## config.mk

```make
export PLATFORM = sky130hd
export DESIGN_NAME = stim_xorshift
export DESIGN_NICKNAME = d
export VERILOG_FILES = /design/src/rtl/test_seq_pkg.sv /design/src/rtl/test_seq_xorshift.sv
export SDC_FILE = /design/constraint.sdc
export NUM_CORES = 1
export LEC_CHECK = 0
export CORE_MARGIN = 2
export CORE_UTILIZATION = 45
export DETAILED_ROUTE_END_ITERATION = 10
export GPL_TIMING_DRIVEN = 0
export PLACE_DENSITY = 0.7
export SLEW_MARGIN = 25
export SYNTH_ARGS = -nofsm -noshare
export SYNTH_HDL_FRONTEND = slang
export SYNTH_SLANG_ARGS = --single-unit
```

## constraint.sdc

```tcl
create_clock -name clk -period 1.99 [get_ports clk]
set_input_delay 0.2985 -clock clk [delete_from_list [all_inputs] [get_ports clk]]
set_output_delay 0.2985 -clock clk [all_outputs]
set_load 0.05 [all_outputs]
```

## src/rtl/test_seq_pkg.sv

```systemverilog
// -----------------------------------------------------------------------------
// test_seq_pkg
// Shared definitions for the arithmetic-testbench stimulus sequencer.
//   seq_state_t  : sequencer FSM state encoding
//   XS_SHIFT_*   : xorshift step constants (x^=x<<A; x^=x>>B; x^=x<<C)
// -----------------------------------------------------------------------------
package test_seq_pkg;

    typedef enum logic [2:0] {
        ST_IDLE   = 3'd0,
        ST_WARMUP = 3'd1,
        ST_RUN    = 3'd2,
        ST_DRAIN  = 3'd3,
        ST_DONE   = 3'd4
    } seq_state_t;

    localparam int XS_SHIFT_A = 13;
    localparam int XS_SHIFT_B = 17;
    localparam int XS_SHIFT_C = 5;

endpackage

```

## src/rtl/test_seq_xorshift.sv

```systemverilog
// -----------------------------------------------------------------------------
// stim_xorshift
// One WIDTH-bit xorshift operand generator.
// Ports:
//   clk      in   clock
//   reset    in   synchronous active-high reset, loads SEED
//   load     in   reload SEED (start of a run)
//   advance  in   take one xorshift step
//   value    out  current generator value (registered)
// -----------------------------------------------------------------------------
module stim_xorshift
    import test_seq_pkg::*;
#(
    parameter int               WIDTH = 32,
    parameter logic [WIDTH-1:0] SEED  = WIDTH'(1)
) (
    input  logic             clk,
    input  logic             reset,
    input  logic             load,
    input  logic             advance,
    output logic [WIDTH-1:0] value
);

    logic [WIDTH-1:0] step_1;
    logic [WIDTH-1:0] step_2;
    logic [WIDTH-1:0] next_value;

    always_comb begin
        step_1     = value  ^ (value  << XS_SHIFT_A);
        step_2     = step_1 ^ (step_1 >> XS_SHIFT_B);
        next_value = step_2 ^ (step_2 << XS_SHIFT_C);
    end

    // Load has priority over advance so a restart always begins on the seed.
    always_ff @(posedge clk) begin
        if (reset) begin
            value <= SEED;
        end else if (load) begin
            value <= SEED;
        end else if (advance) begin
            value <= next_value;
        end
    end

endmodule

```

==> impl_metrics.csv <==
group,metric,value,unit
place,portBuffers,35,
place,post-dp-hpwl,3010,µm
setup_path,path_depth,1,
clocking,cts_tree,"built",
final_layout,top_regs,"value (32)",
logic_synthesis,synthesis.area,1950,µm²
logic_synthesis,ys_seq_elements,32,
timing,fmaxAchievable,0.513,GHz
setup_path,crit_required,1.69,ns
final_layout,final_common_cell,"xnor2_1",
min_path,holdCritStartpoint,"value[19]$_SDFFE_PP0P_",
setup_path,cpLargestDelayFamily,"buffers and inverters",
clocking,insertion_delay,0.28,ns
setup_path,rr_startpoint,"value[8]$_SDFFE_PP0P_",
timing,finalSetupViolCount,0,
clocking,root_buffer,"clkbuf_8",
final_layout,antennaDiodeCount,0,
die,design.core.area,4090,µm²
logic_synthesis,synth.avg_cell_area,10.0,µm²
die,start_util,47.7,%
power,peakVddDrop,0.284,mV
setup_path,slowest_delay,0.87,ns
setup_path,cp-startpoint,"value[10]$_SDFFE_PP0P_",
final_layout,syn2layout_area_growth,25.4,%
timing,rsz0062_at_grt,"false",
clocking,cts_made_buffers,5,
setup_path,ff2ff_setup_slack,0.31,ns
die,rows,23,
detailed_routing,ant_nets,0,
power,leakagePower,0.980,nW
setup_path,path_cells,"clkdlybuf4s50_1",
timing,worstMarginPinSlew,0.725,ns
logic_synthesis,synth_nets,198,
setup_path,crit_type,"flip-flop to output pin",
clocking,clock-sinks,32,
grt,grt_first_pass_wirelength,7220,µm
setup_path,arrival,1.65,ns
setup_path,rr_worst_depth,5,
clocking,postCtsSetupBuffers,0,
logic_synthesis,syn_inst,194,
logic_synthesis,yosysWarningCount,0,
detailed_routing,wl_per_cell,15.4,µm
timing,timing.hold.ws,0.539,ns
timing,finClkSkew,0.00274,ns
final_layout,top_register,"value",
timing,period_share,97.9,%
clocking,clk_pin_slew,0.07,ns
setup_path,worst_setup_path_start_kind,"flip-flop",
timing,period_minus_slack,1.95,ns
final_layout,drive_gt1_share,8.90,%
timing,final_hold_viol_count,0,
final_layout,nFillCells,371,
grt,grt_pass1_vias,1436,
timing,finalMaxSlewViolations,0,
die,die_y,69.8,µm
final_layout,instances_no_fill,286,
logic_synthesis,synthDistinctLibCells,21,
setup_path,worstSetupEndpointType,"output pin",
place,gp_congestion,0.798,
detailed_routing,drc,0,
power,powerDensity,656,nW/µm²
grt,grt-ovfl-total,0,
outcome,outcome,"finished clean",
detailed_routing,dr_total_vias,1491,
min_path,holdPathStages,2,
die,dieArea,4870,µm²
setup_path,slowest_stage,"clkdlybuf4s50_1",
detailed_routing,first_pass_iters,4,
timing,slew_headroom,51.5,%
final_layout,nets,240,
detailed_routing,routed_via_density,5.21,
grt,grt_max_degree,11,
job,maxCapViolCount,0,
place,place_inst,279,
grt,antenna_found_initial,0,
grt,track_usage,18.9,%
min_path,hold_path.class,"flip-flop to flip-flop",
final_layout,largest_reg_flops,32,
detailed_routing,drt-initial-drc-count,72,
detailed_routing,wl,4390,µm
die,num_io_pins,36,
clocking,htree_levels,2,
setup_path,worstPathMaxFanout,6,
die,die_w,69.8,µm
final_layout,layout_common_cells,"xnor2_1 (35), clkdlybuf4s50_1 (33), nor2_1 (32), dfxtp_1 (32)",
clocking,clock_path_buffers,2,
setup_path,path_buf_inv,1,
logic_synthesis,yosysSeqAreaShare,32.9,%
-- cell usage after synthesis --
cell,number,area (µm²)
a211oi_1,3,22.5
xnor3_1,15,338
nor2_1,32,120
o21ai_0,10,50.1
xnor3_4,1,26.3
xnor2_1,35,307
xnor2_2,4,65.1
xor2_1,7,61.3
dfxtp_1,32,641
inv_1,1,3.75
a21oi_1,15,75.1
buf_2,2,10.0
a21bo_2,2,20.0
clkbuf_1,9,33.8
nand3_1,2,10.0
nand3b_1,2,15.0
xor3_1,1,23.8
or2_2,1,6.26
nand2_1,7,26.3
a31o_2,5,43.8
or3_1,8,50.1
-- layout make-up --
class                   instances  area, µm²  area share, %
flip-flops and latches         32        641           26.2
well taps                      50       62.6           2.56
clock inverters                 1       5.00          0.205
multi-input cells             150       1260           51.6
plain buffers                  11       43.8           1.79
repair buffers                 35        355           14.5
inverters                       1       3.75          0.154
clock buffers                   6       72.6           2.97
-- through the flow --
step / power [mW] / setup slack (ns) / TNS (ns) / cell area (µm²) / utilization, %
after floorplan: 1.04 / 0.146 / 0 / 1950 / -
after global placement: 1.13 / -0.0118 / -0.0511 / 2360 / 57.8
after detailed placement: 1.14 / -0.0352 / -0.251 / 2360 / 57.8
after CTS: 1.62 / 0.0291 / 0 / 2440 / 59.7
after global routing: 1.69 / 0.00392 / 0 / 2440 / 59.8
final: 1.60 / 0.0412 / 0 / 2440 / 59.8
-- cell families (layout without fill, tap and decap cells) --
logic type / after synthesis / after routing / share of synthesized area, %
xor gates and xnor gates: 63 / 63 / 42.1
buffers and inverters: 12 / 54 / 2.44
AOI/OAI and AO/OA: 35 / 35 / 10.9
DFF: 32 / 32 / 32.9
and+or+nand+nor: 52 / 52 / 11.7
-- timing repair --
action	CTS	global route
hold buffers	0	0
endpoints found under the setup margin	0	2
resized for setup	0	2
-- metal layers --
layer / vias to the layer above / global-route usage, % / wire, µm
li1: 733 / - / -
met5: - / 0 / 0
met3: 6 / 3.05 / 228
met1: 711 / 26.1 / 2120
met4: 0 / 7.05 / 62
met2: 41 / 29.8 / 1980
-- path summary, 6_finish.rpt --
| check | end |
|---|---|
| setup / recovery | value[10] |
| setup reg to reg | value[9]$_SDFFE_PP0P_ |
| hold / removal | value[19]$_SDFFE_PP0P_ |
| hold reg to reg | value[19]$_SDFFE_PP0P_ |
-- power breakdown --
part	switching, mW	total [mW]	internal, mW
Clock	0.238	0.476	0.238
Sequential	0.0382	0.702	0.664
Combinational	0.218	0.425	0.206
No activity file was read; power rests on OpenSTA's default activity.
